==> src/rtl/apb_pkg.sv <==
// Shared definitions for the APB round-robin master.
// Contents:
//   APB_ADDR_W / APB_DATA_W : default bus widths
//   apb_state_e             : transfer FSM encoding (IDLE, SETUP, ACCESS)
package apb_pkg;

  localparam int APB_ADDR_W = 32;
  localparam int APB_DATA_W = 32;

  typedef enum logic [1:0] {
    ST_IDLE   = 2'd0,
    ST_SETUP  = 2'd1,
    ST_ACCESS = 2'd2
  } apb_state_e;

endpackage

==> src/rtl/rr_arbiter.sv <==
// Round-robin arbiter producing a one-hot grant.
// Ports:
//   i_clk, i_rst_n : clock, synchronous active-low reset
//   i_req          : per-requester request lines
//   i_en           : grant enable; o_grant is 0 while low
//   i_update       : accept pulse; moves priority past the current winner
//   o_grant        : one-hot grant (combinational)
// The pointer holds the index searched first. Reset sets it to 0, so
// requester 0 has the highest priority right after reset.
module rr_arbiter #(
  parameter int NUM_REQ = 2
) (
  input  logic               i_clk,
  input  logic               i_rst_n,
  input  logic [NUM_REQ-1:0] i_req,
  input  logic               i_en,
  input  logic               i_update,
  output logic [NUM_REQ-1:0] o_grant
);

  localparam int PTR_W = (NUM_REQ > 1) ? $clog2(NUM_REQ) : 1;

  logic [PTR_W-1:0] ptr_q;
  logic [PTR_W-1:0] ptr_d;
  logic [PTR_W:0]   sum_a;
  logic [PTR_W:0]   sum_b;
  logic [PTR_W-1:0] idx;
  logic             found;

  always_comb begin
    o_grant = '0;
    ptr_d   = ptr_q;
    sum_a   = '0;
    sum_b   = '0;
    idx     = '0;
    found   = 1'b0;
    for (int i = 0; i < NUM_REQ; i++) begin
      // idx = (ptr + i) mod NUM_REQ without a divider.
      sum_a = {1'b0, ptr_q} + (PTR_W + 1)'(i);
      if (sum_a >= (PTR_W + 1)'(NUM_REQ)) begin
        sum_a = sum_a - (PTR_W + 1)'(NUM_REQ);
      end
      idx = sum_a[PTR_W-1:0];
      if (!found && i_en && i_req[idx]) begin
        found        = 1'b1;
        o_grant[idx] = 1'b1;
        sum_b        = {1'b0, idx} + 1'b1;
        if (sum_b >= (PTR_W + 1)'(NUM_REQ)) begin
          sum_b = '0;
        end
        ptr_d = sum_b[PTR_W-1:0];
      end
    end
  end

  always_ff @(posedge i_clk) begin
    if (!i_rst_n) begin
      ptr_q <= '0;
    end else if (i_update) begin
      ptr_q <= ptr_d;
    end
  end

endmodule

==> src/rtl/apb_rr_master.sv <==
// APB3 master shared by NUM_REQ requesters through round-robin arbitration.
// Ports:
//   i_clk, i_rst_n             : clock, synchronous active-low reset
//   i_req_valid/write/addr/wdata : packed per-requester request fields
//   o_req_ready                : one-hot accept strobe (combinational, IDLE only)
//   o_rsp_valid/rdata/err      : registered one-cycle completion to the granted requester
//   o_paddr/psel/penable/pwrite/pwdata, i_prdata/pready/pslverr : APB3 bus
// Handshake: a request on lane k is taken in the cycle where
// i_req_valid[k] & o_req_ready[k] is 1. The requester keeps valid, write,
// addr and wdata steady until then. o_rsp_valid has no back-pressure.
// TIMEOUT bounds the ACCESS phase in cycles (0 = unbounded); an expired
// transfer completes with err=1 and rdata=0.
module apb_rr_master
  import apb_pkg::*;
#(
  parameter int NUM_REQ = 2,
  parameter int ADDR_W  = APB_ADDR_W,
  parameter int DATA_W  = APB_DATA_W,
  parameter int TIMEOUT = 16
) (
  input  logic                      i_clk,
  input  logic                      i_rst_n,
  input  logic [NUM_REQ-1:0]        i_req_valid,
  input  logic [NUM_REQ-1:0]        i_req_write,
  input  logic [NUM_REQ*ADDR_W-1:0] i_req_addr,
  input  logic [NUM_REQ*DATA_W-1:0] i_req_wdata,
  output logic [NUM_REQ-1:0]        o_req_ready,
  output logic [NUM_REQ-1:0]        o_rsp_valid,
  output logic [DATA_W-1:0]         o_rsp_rdata,
  output logic                      o_rsp_err,
  output logic [ADDR_W-1:0]         o_paddr,
  output logic                      o_psel,
  output logic                      o_penable,
  output logic                      o_pwrite,
  output logic [DATA_W-1:0]         o_pwdata,
  input  logic [DATA_W-1:0]         i_prdata,
  input  logic                      i_pready,
  input  logic                      i_pslverr
);

  localparam int CNT_W = (TIMEOUT > 1) ? $clog2(TIMEOUT) : 1;

  apb_state_e         state_q;
  apb_state_e         state_d;
  logic [NUM_REQ-1:0] grant;
  logic [NUM_REQ-1:0] grant_q;
  logic               accept;
  logic               done;
  logic               tmo;
  logic [CNT_W-1:0]   cnt_q;
  logic [ADDR_W-1:0]  sel_addr;
  logic [DATA_W-1:0]  sel_wdata;
  logic               sel_write;

  rr_arbiter #(.NUM_REQ(NUM_REQ)) u_arb (
    .i_clk    (i_clk),
    .i_rst_n  (i_rst_n),
    .i_req    (i_req_valid),
    .i_en     (state_q == ST_IDLE),
    .i_update (accept),
    .o_grant  (grant)
  );

  // The grant only ever covers valid lanes, so any grant bit is an accept.
  assign o_req_ready = grant;
  assign accept      = |grant;

  // One-hot select of the winning request fields.
  always_comb begin
    sel_addr  = '0;
    sel_wdata = '0;
    sel_write = 1'b0;
    for (int k = 0; k < NUM_REQ; k++) begin
      if (grant[k]) begin
        sel_addr  = sel_addr  | i_req_addr[k*ADDR_W +: ADDR_W];
        sel_wdata = sel_wdata | i_req_wdata[k*DATA_W +: DATA_W];
        sel_write = sel_write | i_req_write[k];
      end
    end
  end

  // Next state and bus strobes. pready wins over a timeout in the same cycle.
  always_comb begin
    state_d   = state_q;
    done      = 1'b0;
    tmo       = 1'b0;
    o_psel    = 1'b0;
    o_penable = 1'b0;
    case (state_q)
      ST_IDLE: begin
        if (accept) state_d = ST_SETUP;
      end
      ST_SETUP: begin
        o_psel  = 1'b1;
        state_d = ST_ACCESS;
      end
      ST_ACCESS: begin
        o_psel    = 1'b1;
        o_penable = 1'b1;
        if (i_pready) begin
          done    = 1'b1;
          state_d = ST_IDLE;
        end else if (TIMEOUT != 0 && cnt_q == CNT_W'(TIMEOUT - 1)) begin
          done    = 1'b1;
          tmo     = 1'b1;
          state_d = ST_IDLE;
        end
      end
      default: state_d = ST_IDLE;
    endcase
  end

  always_ff @(posedge i_clk) begin
    if (!i_rst_n) begin
      state_q     <= ST_IDLE;
      grant_q     <= '0;
      cnt_q       <= '0;
      o_paddr     <= '0;
      o_pwrite    <= 1'b0;
      o_pwdata    <= '0;
      o_rsp_valid <= '0;
      o_rsp_rdata <= '0;
      o_rsp_err   <= 1'b0;
    end else begin
      state_q     <= state_d;
      o_rsp_valid <= '0;
      if (accept) begin
        o_paddr  <= sel_addr;
        o_pwrite <= sel_write;
        o_pwdata <= sel_wdata;
        grant_q  <= grant;
        cnt_q    <= '0;
      end
      if (state_q == ST_ACCESS && !done) begin
        cnt_q <= cnt_q + 1'b1;
      end
      if (done) begin
        o_rsp_valid <= grant_q;
        o_rsp_rdata <= (tmo || o_pwrite) ? '0 : i_prdata;
        o_rsp_err   <= tmo | i_pslverr;
      end
    end
  end

endmodule

==> config.mk <==
export PLATFORM = sky130hd
export DESIGN_NAME = apb_rr_master
export DESIGN_NICKNAME = d
export VERILOG_FILES = /design/src/rtl/apb_pkg.sv /design/src/rtl/rr_arbiter.sv /design/src/rtl/apb_rr_master.sv
export SDC_FILE = /design/constraint.sdc
export NUM_CORES = 1
export LEC_CHECK = 0
export BUFFER_PORTS_ARGS = -buffer_cell sky130_fd_sc_hd__buf_4
export CAP_MARGIN = 20
export CORE_AREA = 2 2 104 106
export DETAILED_ROUTE_END_ITERATION = 10
export DIE_AREA = 0 0 106 108
export GPL_TIMING_DRIVEN = 1
export PLACE_DENSITY = 0.77
export SLEW_MARGIN = 20
export SYNTH_ARGS = -nofsm -noshare
export SYNTH_HDL_FRONTEND = slang
export SYNTH_SLANG_ARGS = --single-unit
==> constraint.sdc <==
create_clock -name i_clk -period 3.85 [get_ports i_clk]
set_input_delay 0.1925 -clock i_clk [delete_from_list [all_inputs] [get_ports i_clk]]
set_output_delay 0.1925 -clock i_clk [all_outputs]
set_load 0.05 [all_outputs]
==> results of run 1 <==
-- kinds of logic (layout without fill, tap and decap cells) --
kind of cell,Yosys count,count (layout)
flops,109,109
fa+ha+maj,5,5
xor+xnor,1,1
buf+inv,61,300
simple gates,92,92
compound gates,180,180
mux,2,2
-- critical path: stages (launching register included) --
cell and delay (ns):
dfxtp_1 0.34, inv_1 0.14, ha_4 0.17, buf_4 0.82, and3_1 0.29, buf_4 0.20
-- state kept, by name, indices dropped and copies added (netlist names) --
name and count:
o_rsp_err 1, u_arb.ptr_q 1, state_q 2, o_pwrite 1, o_rsp_valid 2, grant_q 2, o_rsp_rdata 32, cnt_q 4
o_paddr 32, o_pwdata 32
-- synthesized netlist by cell type --
cell	instances	area, um^2
clkbuf_1	26	97.59
buf_2	26	130.1
a21oi_1	57	285.3
a32oi_1	66	578.1
nand4_1	54	337.8
nor2_1	4	15.01
a22oi_1	2	15.01
nand2b_1	2	12.51
xor2_1	1	8.760
nand3_1	15	75.07
dfxtp_1	109	2182
a311oi_1	1	8.760
o21ai_0	4	20.02
nor3b_2	1	12.51
inv_1	3	11.26
o21ai_4	1	16.27
buf_6	3	33.78
clkinv_1	1	3.750
ha_1	5	62.56
nor2b_1	1	6.260
a21boi_2	1	11.26
o21ai_1	8	40.04
buf_4	2	15.01
and3_1	2	12.51
or3_1	2	12.51
a31oi_1	2	12.51
o221a_2	1	11.26
nand2_1	8	30.03
o211ai_1	4	30.03
mux2i_1	2	20.02
and2_1	3	18.77
a22o_1	32	280.3
o21a_1	1	7.510
-- worst min path at each step --
stage / startpoint / cells after the start / end
final: i_prdata[16] / 2 / o_rsp_rdata[16]$_SDFFE_PN0P_
after global routing: i_prdata[27] / 2 / o_rsp_rdata[27]$_SDFFE_PN0P_
after CTS: i_prdata[16] / 2 / o_rsp_rdata[16]$_SDFFE_PN0P_
after detailed placement: i_prdata[27] / 2 / o_rsp_rdata[27]$_SDFFE_PN0P_
after global placement: i_prdata[17] / 2 / o_rsp_rdata[17]$_SDFFE_PN0P_
after floorplan: i_prdata[0] / 1 / o_rsp_rdata[0]$_SDFFE_PN0P_
-- metal layers --
| layer | track usage [%] | wire length, um |
|---|---|---|
| met3 | 5.425 | 1182 |
| met5 | 0 | 0 |
| met2 | 44.06 | 7837 |
| met4 | 10.62 | 440 |
| met1 | 29.91 | 5833 |
-- metrics by stage --
stage	area [um^2]	hold slack (ns)	std cells	worst slack [ns]
floorplan	4414	0.3252	450	2.058
global placement	6424	0.4130	807	1.276
detailed placement	6451	0.4137	808	1.475
CTS	6644	0.02856	824	1.317
global route	6660	0.02158	825	1.180
finish	6660	0.03410	825	1.258
-- cell type report --
cell class                      count  area (um^2)
Multi-Input combinational cell    280         1971
Tap cell                          136        170.2
Clock buffer                       12        145.1
Inverter                            4        15.01
Clock inverter                      4        47.55
Timing Repair Buffer              280         2130
Fill cell                         856         3571
Sequential cell                   109         2182
-- power by group --
| group | leakage [uW] | internal (uW) | switching, uW | total [uW] |
|---|---|---|---|---|
| sequential | 0.000891 | 1330 | 119 | 1450 |
| combinational | 0.00188 | 668 | 1450 | 2120 |
| clock | 0.0000964 | 318 | 377 | 695 |
| total | 0.00287 | 2320 | 1940 | 4260 |
==> impl_metrics.csv, run 1 <==
group,metric,value,unit
cts,cts_tree,"yes",
synth,synth_cell_type_count,33,
outcome,outcome,"finished clean",
synth,seq_area_frac_synth,49.43,%
finish,fin_util,65.10,%
floorplan,initial_core_util,43.15,%
setup_path,r2r-end,"o_pwdata[22]$_SDFFE_PN0P_",
cts,cts_setup_buffers,0,
setup_path,critical_path_arrival,2.40,ns
floorplan,rows,37,
synth,synth_area,0.004414,mm^2
finish,syn_to_final_growth,50.88,%
hold_path,hold_class,"input port to flip-flop",
pwr,ir_drop,0.0003682,V
synth,ys_warn_count,0,
sta,final-hold-violation-count,0,
cts,cts-resized-gates,0,
cts,cts_root_buf,"clkbuf_8",
synth,ys_ff_latch,109,
cts,numCtsBuffers,9,
setup_path,critPathKind,"flip-flop to output port",
global_route,grt_usage,25.12,%
global_route,grt_antenna_before_repair,0,
sta,setup_viol,0,
finish,layout_commonest_cell,"buf_4",
synth,synth_cells,450,
setup_path,r2r_cells,5,
synth,synth_fp_nets,623,
sta,max_freq,0.3858,GHz
setup_path,timing.rr.start,"state_q[0]$_SDFFE_PN0P_",
sta,slew_headroom,26.56,%
cts,cts_hold_buffers,0,
synth,synth_xor_area_share,0.1984,%
pwr,p_per_area,639.7,mW/mm^2
pwr,leakagePower,0.002866,uW
finish,antenna_cells,0,
detailed_routing,drt_wl_total,15.29,mm
floorplan,fp.dieW,106,um
sta,rsz0062_at_grt,"false",
cts,cts.clk_slew.worst_paths,0.10,ns
global_route,grt_max_degree,115,
detailed_routing,drc,0,
cts,h-tree-depth,3,
synth,synth-simple-area-share,12.07,%
detailed_routing,vias,4758,
job,max-cap-violations,0,
detailed_routing,postRouteAntennaNets,0,
floorplan,core-area,0.01023,mm^2
global_route,grt_pass1_wl,22.95,mm
sta,fin_crit,2.592,ns
floorplan,die-area,0.01145,mm^2
sta,tightest_slew,1.102,ns
cts,cts_sinks,109,
synth,synth_compound_area_share,29.82,%
synth,synthAdderAreaFrac,1.417,%
detailed_routing,drt_iter0_drc,354,
sta,period_share,67.32,%
detailed_routing,wire_per_inst,18.54,um
setup_path,r2r_slack,1.47,ns
setup_path,end_kind,"output port",
synth,synth_top_family_by_area,"compound AO/OA/AOI/OAI gates",
global_route,overflow,0,
placement,hpwl,10.77,mm
floorplan,fp.dieH,108,um
finish,fin_nets,857,
setup_path,crit_end,"o_req_ready[1]",
floorplan,ios,272,
synth,syn_avg_cell_area,9.809,um^2
setup_path,critPathMaxFanout,114,
global_route,grt_pass1_vias,4559,
cts,clockBufferDepth,2,
pwr,total_power,4261,uW
synth,synthMuxAreaShare,0.4535,%
detailed_routing,vias_per_cell,5.767,
setup_path,critPathRequiredTime,3.66,ns
setup_path,cp-startpoint,"state_q[0]$_SDFFE_PN0P_",
sta,clock_skew,0.009042,ns
finish,layout_common_cells,"buf_4 (278), dfxtp_1 (109), a32oi_1 (66)",
cts,clk_latency,0.36,ns
setup_path,critPathLaunchType,"flip-flop",
placement,port_buffers,271,
sta,maxSlewViolCount,0,
sta,tns,0,ns
placement,gp_congestion,0.8316,
finish,layout-drive-gt1-share,43.69,%
detailed_routing,first_pass_iters,4,
Power figures use the tool's default switching activity.
==> run 2, diff against run 1 <==
CORE_AREA = unset   (was 2 2 104 106)
CORE_MARGIN = 2   (was unset)
CORE_UTILIZATION = 43   (was unset)
DIE_AREA = unset   (was 0 0 106 108)
clock period = 2.47 ns   (was 3.85 ns; I/O delays follow)
==> impl_metrics.csv, run 2 (same netlist as run 1, synthesis figures left out) <==
group,metric,value,unit
cts,cts_setup_buffers,0,
pwr,switchingPower,3080,uW
sta,max_freq,0.4501,GHz
finish,layout-drive-gt1-share,41.95,%
sta,clock_skew,0.01608,ns
setup_path,critPathRequiredTime,2.35,ns
cts,cts_tree,"yes",
detailed_routing,first_pass_iters,6,
sta,rsz0062_at_grt,"false",
floorplan,initial_core_util,44.75,%
sta,tns,0,ns
setup_path,end_kind,"output port",
pwr,pwr-share-clk,15.4,%
detailed_routing,drt_iter0_drc,337,
finish,fin_nets,895,
detailed_routing,vias,5098,
floorplan,ios,272,
sta,maxSlewViolCount,0,
cts,h-tree-depth,3,
global_route,overflow,0,
setup_path,critical_path_arrival,2.10,ns
finish,reg.largest.list,"o_paddr: 32 flops, o_pwdata: 32 flops, o_rsp_rdata: 32 flops",
detailed_routing,drc,0,
floorplan,die-area,0.01109,mm^2
sta,tightest_slew,0.8431,ns
placement,port_buffers,271,
placement,post-place-cells,809,
detailed_routing,wire_per_inst,18.77,um
setup_path,slowest_stage,"ha_4",
detailed_routing,vias_per_cell,5.921,
pwr,p_per_area,946.9,mW/mm^2
pwr,p_int,3562,uW
pwr,p_comb_share,50.5,%
global_route,grt_antenna_before_repair,1,
placement,gp_congestion,0.8938,
floorplan,rows,36,
floorplan,core-area,0.009864,mm^2
finish,layout_common_cells,"buf_4 (281), dfxtp_1 (109), a32oi_1 (66)",
setup_path,critPathMaxFanout,84,
global_route,grt_pass1_vias,4819,
cts,cts_root_buf,"clkbuf_8",
global_route,grt_pass1_wl,24.95,mm
job,max-cap-violations,0,
pwr,leakagePower,0.003027,uW
cts,cts.clk_slew.worst_paths,0.11,ns
detailed_routing,drt_wl_total,16.16,mm
sta,final-hold-violation-count,0,
finish,fin_cells,861,
global_route,grt_max_degree,85,
setup_path,critPathLaunchType,"flip-flop",
sta,period_share,89.96,%
floorplan,fp.dieH,105.3,um
detailed_routing,postRouteAntennaNets,0,
outcome,outcome,"finished clean",
sta,setup_viol,0,
pwr,p_seq_share,34.1,%
placement,hpwl,10.91,mm
finish,layout_commonest_cell,"buf_4",
hold_path,hold_class,"input port to flip-flop",
cts,clockBufferDepth,2,
floorplan,fp.dieW,105.3,um
sta,fin_crit,2.222,ns
finish,syn_to_final_growth,58.90,%
setup_path,cp_cell_sequence,"inv_1 -> ha_4 -> buf_12 -> and3_1 -> buf_4",
cts,numCtsBuffers,9,
setup_path,critPathKind,"flip-flop to output port",
pwr,switching_share,46.37,%
global_route,grt_usage,28.05,%
cts,cts_sinks,109,
pwr,ir_drop,0.0006607,V
setup_path,cp_slowest_stage_delay,0.40,ns
sta,slew_headroom,43.58,%
cts,clk_latency,0.37,ns
run 2: cell types whose count changed in the layout (fill, tap and decap cells not counted), sizes merged:
cell / change
inv: +3
clkbuf: -3
bufinv: -1
diode: +1
dlygate4sd3: +35
buf: +3
clkinvlp: -1
clkinv: +2
run 2: critical path: cells and delay by family (launching register included):
kind / cells / cell delay, ns
buffers and inverters: 3 / 0.69
adder cells (fa/ha/maj): 1 / 0.40
flip-flops: 1 / 0.34
AND/OR/NAND/NOR: 1 / 0.22
run 2: routing by layer:
layer  up-vias  global-route usage [%]  part of all wire [%]  routed length [um]
li1       2342                       -                     -                   -
met1      2417                   33.66                    38                6180
met2       290                   47.42                    49                7993
met3        49                   5.751                   7.9                1271
met4         0                   14.19                   4.4                 715
met5         -                       0                     0                   0
run 2: worst paths after layout:
kind                                   from                         to  slack [ns]  depth (start not counted)
setup reg to reg    state_q[0]$_SDFFE_PN0P_    o_paddr[0]$_SDFFE_PN0P_        0.55                          6
setup / recovery    state_q[0]$_SDFFE_PN0P_             o_req_ready[1]        0.25                          5
hold / removal              i_req_wdata[25]  o_pwdata[25]$_SDFFE_PN0P_        0.01                          3
hold reg to reg   o_pwdata[27]$_SDFFE_PN0P_  o_pwdata[27]$_SDFFE_PN0P_        0.47                          2
run 2: power groups by stage:
stage,Combinational (uW),Sequential [uW],Clock [uW]
finish,3350,2270,1020
floorplan,1280,3270,0
detailed placement,3290,2290,0
CTS,3340,2260,1040
global placement,3240,2290,0
global route,3540,2300,1110
run 2: final cells by class:
cell class / instances / area (um^2)
fill: 755 / 2850
timing repair buffer: 318 / 2500
antenna: 1 / 2.502
sequential: 109 / 2182
clock buffer: 9 / 123.9
tap: 133 / 166.4
multi-input combinational: 280 / 1969
inverter: 4 / 15.01
clock inverter: 7 / 55.05
run 2: timing repair:
item,CTS,global route
hold endpoints to repair,35,0
gates resized for setup,0,0
hold buffers,35,0
run 2: stage by stage:
step	utilization (%)	total power, uW	area (um^2)	worst slack (ns)	hold slack (ns)
after floorplan	-	4547	4414	0.6788	0.2562
after global placement	65.72	5529	6482	0.6734	0.3390
after detailed placement	65.72	5588	6482	0.5734	0.3467
after CTS	71.08	6636	7012	0.2908	0.003799
after global routing	71.11	6950	7014	0.1369	0.01217
final	71.11	6642	7014	0.2480	0.01255
==> run 3, diff against run 2 <==
==> constraint.sdc (replaced) <==
create_clock -name i_clk -period 2.47 [get_ports i_clk]
set_input_delay 0.741 -clock i_clk [delete_from_list [all_inputs] [get_ports i_clk]]
set_output_delay 0.741 -clock i_clk [all_outputs]
set_load 0.05 [all_outputs]
==> impl_metrics.csv, run 3 (same netlist as run 1, synthesis figures left out) <==
group,metric,value,unit
detailed_routing,vias,4775,
global_route,grt_max_degree,106,
hold_path,hold_end,"o_pwdata[29]$_SDFFE_PN0P_",
floorplan,fp.dieW,105.3,um
finish,reg.largest.list,"o_paddr: 32 flops, o_pwdata: 32 flops, o_rsp_rdata: 32 flops",
sta,final-hold-violation-count,0,
cts,clk_latency,0.37,ns
setup_path,cp-startpoint,"state_q[0]$_SDFFE_PN0P_",
cts,cts_sinks,109,
global_route,grt_antenna_before_repair,0,
placement,hpwl,10.54,mm
sta,fin_crit,2.286,ns
pwr,leakagePower,0.002866,uW
setup_path,r2r-end,"o_pwdata[15]$_SDFFE_PN0P_",
floorplan,initial_core_util,44.75,%
cts,numCtsBuffers,9,
cts,cts_setup_buffers,0,
cts,cts_root_buf,"clkbuf_8",
setup_path,r2r_slack,0.38,ns
cts,cts-resized-gates,0,
job,max-cap-violations,0,
outcome,outcome,"finished clean",
sta,maxSlewViolCount,0,
pwr,p_per_area,990.7,mW/mm^2
floorplan,die-area,0.01109,mm^2
setup_path,critPathMaxFanout,11,
detailed_routing,drc,0,
finish,antenna_cells,0,
global_route,grt_pass1_vias,4293,
sta,tightest_slew,1.019,ns
placement,port_buffers,271,
global_route,overflow,0,
floorplan,fp.dieH,105.3,um
setup_path,timing.rr.start,"state_q[0]$_SDFFE_PN0P_",
floorplan,rows,36,
sta,tns,0,ns
setup_path,critPathKind,"flip-flop to output port",
detailed_routing,drt_iter0_drc,390,
sta,setup_viol,0,
hold_path,hold_depth,2,
detailed_routing,postRouteAntennaNets,0,
setup_path,r2r_cells,5,
finish,layout-drive-gt1-share,44.28,%
setup_path,end_kind,"output port",
detailed_routing,wire_per_inst,18.65,um
cts,clockBufferDepth,2,
hold_path,hold_class,"flip-flop to flip-flop",
cts,cts.clk_slew.worst_paths,0.11,ns
detailed_routing,vias_per_cell,5.795,
hold_path,hold_start,"o_pwdata[29]$_SDFFE_PN0P_",
sta,clock_skew,0.01602,ns
detailed_routing,drt_wl_total,15.37,mm
sta,rsz0062_at_grt,"false",
sta,slew_headroom,32.04,%
floorplan,ios,272,
finish,fin_nets,859,
sta,max_freq,0.4375,GHz
finish,layout_commonest_cell,"buf_4",
pwr,total_power,6598,uW
global_route,grt_pass1_wl,23.08,mm
pwr,ir_drop,0.0004919,V
setup_path,critPathRequiredTime,1.73,ns
placement,gp_congestion,0.8610,
cts,cts_hold_buffers,0,
cts,h-tree-depth,3,
detailed_routing,first_pass_iters,5,
setup_path,critical_path_arrival,1.54,ns
setup_path,critPathLaunchType,"flip-flop",
global_route,grt_usage,25.83,%
finish,layout_common_cells,"buf_4 (281), dfxtp_1 (109), a32oi_1 (66)",
floorplan,core-area,0.009864,mm^2
sta,period_share,92.54,%
finish,syn_to_final_growth,50.88,%
cts,cts_tree,"yes",
-- run 3: per-stage QoR --
stage	worst slack (ns)	std cells	util, %	hold slack [ns]	instance area [um^2]
after floorplan	0.05222	450	-	0.4305	4417
after global placement	0.3405	808	65.54	0.4504	6465
after detailed placement	0.3428	808	65.54	0.4546	6465
after CTS	0.1576	824	67.52	0.4711	6660
after global routing	0.1123	824	67.52	0.4924	6660
final	0.1843	824	67.52	0.4677	6660
-- run 3: worst max-delay path, stage by stage, from the launching register on --
cell     delay [ns]
dfxtp_1        0.35
inv_1          0.14
ha_4           0.25
and3_2         0.23
buf_4          0.20
-- run 3: how the worst max path moves through the flow --
| stage | to | cells past startpoint | slack [ns] |
|---|---|---|---|
| after floorplan | o_req_ready[0] | 5 | 0.05 |
| after global placement | o_req_ready[0] | 4 | 0.34 |
| after detailed placement | o_req_ready[0] | 4 | 0.34 |
| after CTS | o_req_ready[1] | 4 | 0.16 |
| after global routing | o_req_ready[1] | 4 | 0.11 |
| final | o_req_ready[1] | 4 | 0.18 |
-- run 3: report_power, final --
group          total, uW  switching, uW  internal (uW)
clock               1050            659            393
sequential          2250            178           2070
combinational       3290           2250           1040
-- run 3: area by class of cell --
cell class | count | area [um^2]
multi-input cells | 280 | 1972
inverters | 4 | 15.01
flip-flops and latches | 109 | 2182
clock inverters | 7 | 71.32
well taps | 133 | 166.4
fillers | 824 | 3204
clock buffers | 9 | 123.9
repair buffers | 282 | 2130
-- run 3: metal layers --
layer  vias up  track usage (%)  wire length (um)
li1       2268                -                 -
met1      2251            31.98              6196
met2       227            43.64              7502
met3        29            6.246              1221
met4         0            9.238               447
met5         -                0                 0
